[src/rtl/timer_down_8bit_pkg.sv]
// timer_pkg: shared definitions for the down-counting interval timer.
//   state_t      : controller states (IDLE, RUN, HOLD, DONE)
//   MODE_ONESHOT : stop in DONE at expiry
//   MODE_RELOAD  : restart from the reload register at expiry
package timer_pkg;

  typedef enum logic [1:0] {
    IDLE = 2'd0,
    RUN  = 2'd1,
    HOLD = 2'd2,
    DONE = 2'd3
  } state_t;

  localparam logic MODE_ONESHOT = 1'b0;
  localparam logic MODE_RELOAD  = 1'b1;

endpackage

[src/rtl/timer_down_8bit_tick_gen.sv]
// tick_gen: clock prescaler for the down timer.
//   clk        : system clock
//   clr        : synchronous active-low reset
//   en         : advance the prescaler this cycle
//   sync_clear : force the prescaler back to 0 (load)
//   tick       : one count tick, asserted when enabled at DIV-1
module tick_gen #(
  parameter int unsigned DIV = 1,
  parameter int unsigned PW  = 8
) (
  input  logic clk,
  input  logic clr,
  input  logic en,
  input  logic sync_clear,
  output logic tick
);

  localparam logic [PW-1:0] LAST = PW'(DIV - 1);

  logic [PW-1:0] pre;

  assign tick = en && (pre == LAST);

  always_ff @(posedge clk) begin
    if (!clr) begin
      pre <= '0;
    end else if (sync_clear) begin
      pre <= '0;
    end else if (en) begin
      pre <= tick ? '0 : pre + PW'(1);
    end
  end

endmodule

[src/rtl/timer_down_8bit.sv]
// timer_down_8bit: programmable down-counting interval timer.
//   clk  : system clock (posedge)
//   clr  : synchronous active-low reset
//   l    : load strobe, d -> count and reload registers
//   s_s  : start/stop level (1 = run, 0 = pause)
//   mode : 0 = one-shot, 1 = auto-reload
//   d    : load value
//   c    : current count (registered)
//   tc   : one-cycle terminal-count pulse (registered)
//   busy : high while in RUN
module timer_down_8bit
  import timer_pkg::*;
#(
  parameter int unsigned WIDTH = 8,
  parameter int unsigned DIV   = 1,
  parameter int unsigned PW    = 8
) (
  input  logic             clk,
  input  logic             clr,
  input  logic             l,
  input  logic             s_s,
  input  logic             mode,
  input  logic [WIDTH-1:0] d,
  output logic [WIDTH-1:0] c,
  output logic             tc,
  output logic             busy
);

  state_t           state, state_n;
  logic [WIDTH-1:0] reload, reload_n, c_n;
  logic             tc_n;
  logic             tick;
  logic             pre_en;

  // s_s is folded into the enable so the prescaler freezes on the
  // RUN->HOLD edge together with c; resuming then loses no tick.
  assign pre_en = (state == RUN) && s_s && !l;

  tick_gen #(
    .DIV (DIV),
    .PW  (PW)
  ) u_tick_gen (
    .clk        (clk),
    .clr        (clr),
    .en         (pre_en),
    .sync_clear (l),
    .tick       (tick)
  );

  assign busy = (state == RUN);

  always_comb begin
    state_n  = state;
    c_n      = c;
    reload_n = reload;
    tc_n     = 1'b0;
    if (l) begin
      c_n      = d;
      reload_n = d;
      state_n  = s_s ? RUN : HOLD;
    end else begin
      unique case (state)
        RUN: begin
          if (!s_s) begin
            state_n = HOLD;
          end else if (tick) begin
            if (c <= WIDTH'(1)) begin
              tc_n = 1'b1;
              if (mode == MODE_RELOAD) begin
                c_n = reload;
              end else begin
                c_n     = '0;
                state_n = DONE;
              end
            end else begin
              c_n = c - WIDTH'(1);
            end
          end
        end
        HOLD: begin
          if (s_s) state_n = RUN;
        end
        default: ;  // IDLE and DONE wait for a load
      endcase
    end
  end

  always_ff @(posedge clk) begin
    if (!clr) begin
      state  <= IDLE;
      c      <= '0;
      reload <= '0;
      tc     <= 1'b0;
    end else begin
      state  <= state_n;
      c      <= c_n;
      reload <= reload_n;
      tc     <= tc_n;
    end
  end

endmodule
[config.mk]
export PLATFORM = sky130hd
export DESIGN_NAME = timer_down_8bit
export DESIGN_NICKNAME = d
export VERILOG_FILES = /design/src/rtl/timer_down_8bit_pkg.sv /design/src/rtl/timer_down_8bit_tick_gen.sv /design/src/rtl/timer_down_8bit.sv
export SDC_FILE = /design/constraint.sdc
export NUM_CORES = 1
export LEC_CHECK = 0
export ABC_CLOCK_PERIOD_IN_PS = 2500
export CAP_MARGIN = 20
export CORE_MARGIN = 2
export CORE_UTILIZATION = 30
export DETAILED_ROUTE_END_ITERATION = 8
export GPL_TIMING_DRIVEN = 1
export SYNTH_ARGS = -nofsm -noshare
export SYNTH_HDL_FRONTEND = slang
export SYNTH_SLANG_ARGS = --single-unit
[constraint.sdc]
create_clock -name clk -period 2.5 [get_ports clk]
set_input_delay 0.625 -clock clk [delete_from_list [all_inputs] [get_ports clk]]
set_output_delay 0.625 -clock clk [all_outputs]
set_load 0.01 [all_outputs]
Word-level counts from Yosys, hierarchy flattened
Cells that the tools add are included.
Storage, ports and cells
  register bits after elaboration: 27
  bits in latches: 0
  RAM bits: 0
  bits in read-only memories: 0
  input port bits: 13
  output and inout bits: 10
  logic and storage cells: 47
  memories kept: 0
Operators by class
  add/sub/neg operators: 2
  $mul: 0
  divide/modulo/power cells: 0
  order comparisons: 1
  eq/ne operators: 6
  shift-type cells: 0
  mux-type cells: 16
  bitwise operators: 4
  reduce and logical (&&, ||, !) cells: 13
Operators with widths (number)
  $mux W8: 7
  $mux W2: 7
  $add A8 B1 Y8 const B: 1
  $le A8 B1 Y1 const B: 1
  $logic_not A8 Y1: 1
  $ne A4 B3 Y1 const B: 2
  $sub A8 B1 Y8 const B: 1
  $reduce_bool A2 Y1: 3
  $reduce_and A5 Y1: 1
  $reduce_or A5 Y1: 1
  $ne A4 B4 Y1 const B: 1
  $not A1 Y1: 4
  $pmux W2 S2: 1
  $logic_and A1 B1 Y1: 3
  $ne A3 B3 Y1 const B: 1
  $reduce_and A3 Y1: 1
  $reduce_bool A3 Y1: 1
  $eq A2 B1 Y1 const B: 1
  $eq A2 B2 Y1 const B: 1
  $reduce_or A2 Y1: 1
  $logic_not A1 Y1: 1
  $mux W1: 1

Depth between registers and ports, before layout
Gate-level depths: netlist (run 1).
  depth in word-level cells: 8
  depth in mapped cells: 8
  depth with buffers taken out: 6

Cells and area by module
From an unflattened synthesis (run 1), not the netlist that was laid out.
Unflattened totals
  cell total of the unflattened synthesis: 167
  area total of the unflattened synthesis: 1482.7 sq um
Modules (own cells, without submodules)
  timer_down_8bit: instances 1, cells an instance 120, area each 1052.3 sq um, seq. area each 380.4 sq um
  tick_gen: instances 1, cells an instance 47, area each 430.4 sq um, seq. area each 160.2 sq um

Least setup slack after synthesis (run 1)
OpenSTA, ideal clock, no wires.
  kind: register to register
  start: register c[0]
  end: register c[6]
  setup time: 0.117 ns
  arrival time: 1.709 ns
  required time: 2.383 ns
  path slack: 0.674 ns
  cell stages (with the launch flop): 9
  buffers on the path: 2
  period minus slack after synthesis: 1.826 ns
  cell sequence: dfxtp_1 > inv_1 > ha_1 > buf_2 > o21ba_2 > clkbuf_1 > nand3_1 > a2111oi_0 > and4bb_2
Between the ends
  cells in the longest elaborated chain, start to end: 6
  elaborated cells on any way between the ends: 7
  those cells by class: 1 x add/sub; 1 x order compare; 5 x mux
RTL lines
  start, declared: line timer_down_8bit.sv:24  | output logic [WIDTH-1:0] c,
  start signal, assigned: line timer_down_8bit.sv:96  | c <= c_n;
  $sub A8 B1 Y8 or $le A8 B1 Y1 (tied branches): line timer_down_8bit.sv:76, timer_down_8bit.sv:67
  $mux W8 (*): line timer_down_8bit.sv:67  | if (c <= WIDTH'(1)) begin
  $mux W8 (*): line timer_down_8bit.sv:66  | end else if (tick) begin
  $mux W8 (*): line timer_down_8bit.sv:64  | if (!s_s) begin
  $mux W8 (*): line timer_down_8bit.sv:62  | unique case (state)
  $mux W8 (*): line timer_down_8bit.sv:57  | if (l) begin
Every way passes the cells marked *; elsewhere a longest branch is shown, timed or not. The select of a mux whose other input is x is not followed.
A chain may end at the register's enable or synchronous reset.

Worst setup path in the final report (run 1)
  start: register state[0]
  end: output busy
Between the ends
  cells in the longest elaborated chain, start to end: 1
RTL lines
  start, declared: line timer_down_8bit.sv:29  | state_t state, state_n;
  start signal, assigned: line timer_down_8bit.sv:95  | state <= state_n;
  $eq A2 B1 Y1: line timer_down_8bit.sv:50  | assign busy = (state == RUN);
  end, declared: line timer_down_8bit.sv:26  | output logic busy
Every way passes these cells.

==> qor.txt, run 1 <==
Main synth FF type: dfxtp_1
Post-Syn Instances: 192
Leakage: 0.679 nW
Root buf cell: clkbuf_8
Initial antenna violation count: 0
CP Max Fanout: 7
PortBufs: 22
Top-area cell type share of the netlist area: 35.4%
Max clock buf depth: 2
Hold slack: 0.463 ns
Area grow syn2layout: 24.3%
Launching element type of the critical path: flop
Final setup violation count: 0
Max-cap violations: 0
Final HPWL from detailed placement: 3.01 mm
Die width: 75.3 um
Cell variety after synth: 50
GR peak layer: met1
Pin count of the biggest net entering global routing: 15
Clk_skew: 0.00320 ns
Mean Syn Cell Area: 7.94 sq um
GRT overflow: 0
Mapped Nets: 209
Final Cell Area: 1900 sq um
Setup_tns: 0 ns
Gpl congestion: 0.875
Synth warn: 0
Fmax: 480 MHz
Die area: 5670 sq um
DR iter-0 viols: 101
Worst VDD drop: 0.213 mV
PostCTS Resize Cnt: 0
Class of the most critical setup path: flop to primary output
Ys async rst share: 0%
Share of cells above drive strength 1: 8.80%
Clock transition at path regs: 0.09 ns
Ant. Diodes: 0
PwrDens: 494 nW/um^2
Num Clock Sinks: 27
Final worst path period share: 83.4%
Core footprint: 4820 sq um
Tmin final: 2.09 ns
Chip height: 75.3 um
Global-route met1 utilization: 24.2%
Worst relative slew slack: 69.8%
Setup Fix Bufs, Post-CTS: 0
Total GRT Usage: 15.1%
Hold-fix buffers, CTS: 0
Critical Path Sink Type: primary output
Register area share after synthesis: 35.4%
Worst path required time: 1.88 ns
GR met2 Demand/Resource: 20.2%
Initial Utilization: 31.7%
H-Tree Depth: 1
M3 GR Usage: 1.72%
Hold Path Class: flop to flop
Clock latency on the worst-skew pair: 0.28 ns
Vias in the first global route: 1266
CTS tree: yes
Slew Limit Fails: 0
First-pass GRT wire length: 6.53 mm
Outcome: completed
Synth area leaders: dfxtp_1 (35%), nor2_1 (5.2%), nand2_1 (4.4%), a21oi_1 (3.6%), ha_1 (3.3%)
Worst Max-Slew Pin Slew: 0.450 ns
Dpl cell area: 1850 sq um
WL/cell: 14.3 um
Vias per cell: 5.33
Overall Power: 0.000937 W
Yosys reg bits: 27
Post-Route WL: 4.03 mm
CP arrival: 1.46 ns
Mapped Area: 1530 sq um
RSZ-0062 raised after global routing: false
Drt first pass iters: 4
FP Rows: 25
Post-synth EDFFs: 0
DRC Markers: 0
Num CTS Buffers: 3
Number of routed nets with antenna violations: 0
Nets@finish: 234
Ports: 23
Final hold viol count: 0
Via count: 1507
Area leader, netlist: dfxtp_1
logic make-up after synthesis:
kind of cell	count (synthesis)	synth area share, %
compound gates	46	20.4
xor+xnor	6	3.45
fa+ha+maj	4	3.28
buf+inv	19	4.76
flops	27	35.4
mux	5	3.28
simple gates	85	29.4
stage by stage:
step,setup WS [ns],std cells,utilization [%]
after floorplan,0.674,192,-
after global placement,0.214,279,38.4
after detailed placement,0.197,279,38.4
after CTS,0.393,283,39.4
after global routing,0.335,283,39.4
final,0.415,283,39.4
critical path: stages, from the launching register on:
cell and delay, ns:
dfxtp_1 0.42, nor2b_1 0.21, clkdlybuf4s50_1 0.56
path summary, 6_finish.rpt:
kind | start | to | slack (ns) | cells after the start
max | state[0]$_SDFFE_PN0P_ | busy | 0.41 | 2
max reg2reg | c[1]$_SDFFE_PN0P_ | c[6]$_SDFFE_PN0P_ | 0.55 | 6
min reg2reg | reload[7]$_SDFFE_PN0P_ | reload[7]$_SDFFE_PN0P_ | 0.46 | 2
min | reload[7]$_SDFFE_PN0P_ | reload[7]$_SDFFE_PN0P_ | 0.46 | 2
power by group:
part	switching [W]	internal (W)
Sequential	0.0000241	0.000449
Combinational	0.000111	0.0000981
Clock	0.000140	0.000114
Total	0.000276	0.000661
synthesized netlist by cell type, types with 2 or more instances:
| cell | instances |
|---|---|
| dfxtp_1 | 27 |
| nor2_1 | 21 |
| nand2_1 | 18 |
| a21oi_1 | 11 |
| nand3_1 | 10 |
| clkbuf_1 | 9 |
| inv_1 | 9 |
| o21ai_0 | 9 |
| nor3_1 | 8 |
| a31oi_1 | 7 |
| mux2i_1 | 5 |
| nand4_1 | 5 |
| ha_1 | 4 |
| nor4_1 | 4 |
| xnor2_1 | 3 |
| xor2_1 | 3 |
| a32o_1 | 2 |
| a32oi_1 | 2 |
| nor2b_1 | 2 |
| o31ai_1 | 2 |
| or3_1 | 2 |
area by class of cell:
cell class	instances	area, sq um
Fill cell	526	2920
Multi-Input combinational cell	146	912
Sequential cell	27	541
Timing Repair Buffer	30	280
Tap cell	67	83.8
Clock buffer	4	45.0
Inverter	9	33.8
registers in the layout, indices dropped and copies added (netlist names):
| register | cells |
|---|---|
| c | 8 |
| state | 2 |
| u_tick_gen.pre | 8 |
| reload | 8 |
| tc | 1 |
metal layers:
| layer | part of all wire [%] | vias up |
|---|---|---|
| li1 | - | 755 |
| met1 | 50 | 686 |
| met2 | 42 | 61 |
| met3 | 6.5 | 5 |
| met4 | 1.5 | 0 |
| met5 | 0 | - |
cell usage in the layout, fill, tap and decap left out, drive strengths merged, types with 3 or more instances in the layout:
master	n
ha	4
xor2	3
nor2	21
inv	9
clkdlybuf4s50	22
a31oi	7
nand3	10
or3	4
a21oi	11
mux2i	5
dfxtp	27
o21ai	9
nor3	9
buf	8
xnor2	3
clkbuf	4
nor4	4
nand4	5
nand2	18
Power figures use the tool's default switching activity.
==> run 2, diff against run 1 <==
--- a/config.mk
+++ b/config.mk
@@ -5,7 +5,7 @@
 export SDC_FILE = /design/constraint.sdc
 export NUM_CORES = 1
 export LEC_CHECK = 0
-export ABC_CLOCK_PERIOD_IN_PS = 2500
+export ABC_CLOCK_PERIOD_IN_PS = 2200
 export CAP_MARGIN = 20
 export CORE_MARGIN = 2
 export CORE_UTILIZATION = 30
==> constraint.sdc (replaced) <==
create_clock -name clk -period 2.2 [get_ports clk]
set_input_delay 0.55 -clock clk [delete_from_list [all_inputs] [get_ports clk]]
set_output_delay 0.55 -clock clk [all_outputs]
set_load 0.01 [all_outputs]
==> qor.txt, run 2 (synthesis gave the netlist of run 1 again) <==
Outcome: completed
Via count: 1514
First-pass GRT wire length: 6.72 mm
Ant. Diodes: 0
Drt first pass iters: 4
Vias in the first global route: 1361
Share of cells above drive strength 1: 10.9%
Final HPWL from detailed placement: 3.09 mm
Worst Max-Slew Pin Slew: 0.432 ns
DRC Markers: 0
Total GRT Usage: 15.3%
Worst relative slew slack: 70.8%
Critical Path Sink Type: primary output
Top Registers: c (8), reload (8), u_tick_gen.pre (8)
Cells after DPL: 283
PortBufs: 22
Final hold viol count: 0
Hold Path Class: flop to flop
Most frequent cells in the layout: dfxtp_1 (27), clkdlybuf4s50_1 (22), nor2_1 (21), nand2_1 (18), buf_4 (12)
Ports: 23
Vias per cell: 5.28
Clk_skew: 0.00591 ns
DR iter-0 viols: 107
Fin cells: 287
GRT overflow: 0
Footprint of the multi-input gates: 912 sq um
Slew Limit Fails: 0
Area grow syn2layout: 26.5%
Max clock buf depth: 2
Worst path required time: 1.65 ns
PwrDens: 559 nW/um^2
Setup_tns: 0 ns
Clock latency on the worst-skew pair: 0.28 ns
Final setup violation count: 0
FP Rows: 25
Launching element type of the critical path: flop
Number of routed nets with antenna violations: 0
PostCTS Resize Cnt: 0
Pin count of the biggest net entering global routing: 17
Fmax: 497 MHz
Tmin final: 2.01 ns
Post-Route WL: 4.03 mm
WL/cell: 14.0 um
Hold-fix buffers, CTS: 0
Commonest non-fill, non-tap cell in the layout: dfxtp_1
Chip height: 75.3 um
Nets@finish: 238
Class of the most critical setup path: flop to primary output
Setup Fix Bufs, Post-CTS: 0
Max-cap violations: 0
Seq. cell area: 541 sq um
Die width: 75.3 um
Hold slack: 0.468 ns
Gpl congestion: 0.905
Num CTS Buffers: 3
Core footprint: 4820 sq um
RSZ-0062 raised after global routing: false
Worst VDD drop: 0.249 mV
Initial antenna violation count: 0
Clock transition at path regs: 0.10 ns
CP Max Fanout: 7
Overall Power: 0.00108 W
Root buf cell: clkbuf_8
Final worst path period share: 91.5%
# fillers: 528
H-Tree Depth: 1
Initial Utilization: 31.7%
CTS tree: yes
Num Clock Sinks: 27
Die area: 5670 sq um
CP arrival: 1.46 ns
Leakage: 0.698 nW
run 2: changes by cell type in the layout (fill, tap and decap cells not counted):
cell        before  now
buf_4            8   12
clkbuf_1         1    0
clkinvlp_4       0    1
run 2: critical path, cell delays in order, from the launching register on:
cell and delay, ns:
dfxtp_1 0.42, nor2b_1 0.20, clkdlybuf4s50_1 0.56
run 2: path summary, 6_finish.rpt:
path	from	endpoint	slack, ns	depth (start not counted)
setup reg to reg	c[1]$_SDFFE_PN0P_	c[6]$_SDFFE_PN0P_	0.25	6
setup / recovery	state[0]$_SDFFE_PN0P_	busy	0.19	2
hold reg to reg	reload[1]$_SDFFE_PN0P_	reload[1]$_SDFFE_PN0P_	0.47	2
hold / removal	reload[1]$_SDFFE_PN0P_	reload[1]$_SDFFE_PN0P_	0.47	2
run 2: area by class of cell:
cell class,instances,area share [%]
well taps,67,4.35
clock buffers,3,2.14
multi-input cells,146,47.3
flip-flops and latches,27,28.0
clock inverters,1,0.389
repair buffers,34,16.1
inverters,9,1.75
run 2: where the power goes:
group / switching (W) / total [W] / internal, W / leakage [nW]
logic: 0.000126 / 0.000241 / 0.000115 / 0.455
clock network: 0.000170 / 0.000299 / 0.000129 / 0.0217
registers: 0.0000282 / 0.000538 / 0.000510 / 0.221
total: 0.000324 / 0.00108 / 0.000754 / 0.698
run 2: metal layers:
metal | part of all wire, % | GRT usage [%]
met5 | 0 | 0
met4 | 1.9 | 5.46
met3 | 3.7 | 1.19
met1 | 53 | 24.9
met2 | 41 | 20.8
run 2: through the flow:
step | cell area [sq um] | setup slack [ns] | utilization (%)
finish | 1930 | 0.188 | 40.1
floorplan | 1530 | 0.374 | -
CTS | 1930 | 0.165 | 40.1
global route | 1930 | 0.0209 | 40.1
detailed placement | 1880 | -0.0125 | 39.0
global placement | 1880 | 0.0827 | 39.0
==> run 3, diff against run 2 <==
--- a/config.mk
+++ b/config.mk
@@ -11,6 +11,7 @@
 export CORE_UTILIZATION = 30
 export DETAILED_ROUTE_END_ITERATION = 8
 export GPL_TIMING_DRIVEN = 1
+export PLACE_DENSITY = 0.52
 export SYNTH_ARGS = -nofsm -noshare
 export SYNTH_HDL_FRONTEND = slang
 export SYNTH_SLANG_ARGS = --single-unit
==> qor.txt, run 3 (synthesis gave the netlist of run 1 again) <==
PwrDens: 547 nW/um^2
FP Rows: 25
Worst VDD drop: 0.269 mV
Final hold viol count: 0
Area grow syn2layout: 28.2%
H-Tree Depth: 1
Worst Max-Slew Pin Slew: 0.474 ns
Global-route met1 utilization: 22.2%
Gpl congestion: 0.833
Vias per cell: 5.13
Pin count of the biggest net entering global routing: 15
Hold_sp: reload[7]$_SDFFE_PN0P_
GR met2 Demand/Resource: 23.3%
DRC Markers: 0
M3 GR Usage: 2.51%
Core footprint: 4820 sq um
Die area: 5670 sq um
Chip height: 75.3 um
Final HPWL from detailed placement: 3.19 mm
Die width: 75.3 um
Hold-fix buffers, CTS: 0
Footprint of the multi-input gates: 912 sq um
Final setup violation count: 0
Final worst path period share: 90.6%
Overall Power: 0.00107 W
Class of the most critical setup path: flop to primary output
Master of the slowest instance on the critical path: clkdlybuf4s50_1
DR iter-0 viols: 49
CP Max Fanout: 7
Initial Utilization: 31.7%
Most frequent cells in the layout: dfxtp_1 (27), clkdlybuf4s50_1 (22), nor2_1 (21), nand2_1 (18), buf_4 (16)
Hold Path Class: flop to flop
PortBufs: 22
WL/cell: 14.1 um
Vias in the first global route: 1363
Clock latency on the worst-skew pair: 0.27 ns
FF-to-FF setup slack: 0.33 ns
Worst-path cell chain: nor2b_1, clkdlybuf4s50_1
Setup Fix Bufs, Post-CTS: 0
Ports: 23
Worst Setup SP: state[0]$_SDFFE_PN0P_
First-pass GRT wire length: 6.64 mm
Worst path required time: 1.65 ns
Post-Route WL: 4.11 mm
Drt first pass iters: 4
Via count: 1493
CP arrival: 1.44 ns
Critical Path Sink Type: primary output
CTS tree: yes
Tmin final: 1.99 ns
Number of routed nets with antenna violations: 0
Slew Limit Fails: 0
Worst relative slew slack: 68.3%
Clk_skew: 0.00278 ns
Seq. cell area: 541 sq um
Clock transition at path regs: 0.09 ns
Commonest non-fill, non-tap cell in the layout: dfxtp_1
Fmax: 501 MHz
Ant. Diodes: 0
Initial antenna violation count: 0
Crit-path max cell delay: 0.55 ns
PostCTS Resize Cnt: 0
Nets@finish: 242
RSZ-0062 raised after global routing: false
Total GRT Usage: 15.2%
Launching element type of the critical path: flop
Num CTS Buffers: 3
GR peak layer: met2
Setup_tns: 0 ns
Reg-to-Reg Start: u_tick_gen.pre[0]$_SDFFE_PP0P_
GRT overflow: 0
# fillers: 526
Max clock buf depth: 2
Max-cap violations: 0
Root buf cell: clkbuf_8
Share of cells above drive strength 1: 12.1%
Outcome: completed
Top Registers: c (8), reload (8), u_tick_gen.pre (8)
Num Clock Sinks: 27
Leakage: 0.718 nW
[run 3: changes by cell type in the layout (fill, tap and decap cells not counted)]
| cell | delta |
|---|---|
| clkinvlp_4 | -1 |
| buf_4 | +4 |
| clkbuf_1 | +1 |
[run 3: final timing paths]
| check | end | depth (start not counted) |
|---|---|---|
| worst min-delay path | reload[7]$_SDFFE_PN0P_ | 2 |
| worst min register to register | reload[7]$_SDFFE_PN0P_ | 2 |
| worst max register to register | c[5]$_SDFFE_PN0P_ | 7 |
| worst max-delay path | busy | 2 |
[run 3: report_power, final]
part           total [W]  leakage [nW]  internal [W]  switching [W]
Clock           0.000285        0.0228      0.000130       0.000155
Combinational   0.000247         0.474      0.000120       0.000127
Sequential      0.000538         0.221      0.000510      0.0000276
Total            0.00107         0.718      0.000760       0.000310
[run 3: layer usage]
layer / up-vias / wire (um)
met5: - / 0
li1: 769 / -
met3: 6 / 126
met2: 37 / 1770
met4: 0 / 62
met1: 681 / 2150
[run 3: cell type report]
cell class / instances / area share (%)
Timing Repair Buffer: 38 / 17.4
Sequential cell: 27 / 27.6
Inverter: 9 / 1.73
Clock buffer: 4 / 2.30
Multi-Input combinational cell: 146 / 46.6
Tap cell: 67 / 4.29
[run 3: worst max-delay path, delay by kind of cell (launching register included)]
kind	cells	cell delay (ns)
buffers and inverters	1	0.55
DFF	1	0.43
and+or+nand+nor	1	0.19
[run 3: per-stage QoR]
stage,setup WS (ns),area (sq um),instances,util [%],hold WS [ns]
floorplan,0.374,1530,192,-,0.437
detailed placement,0.0758,1910,287,39.7,0.453
global route,0.105,1960,291,40.6,0.509
CTS,0.195,1960,291,40.6,0.468
global placement,0.0914,1910,287,39.7,0.447
finish,0.206,1960,291,40.6,0.465
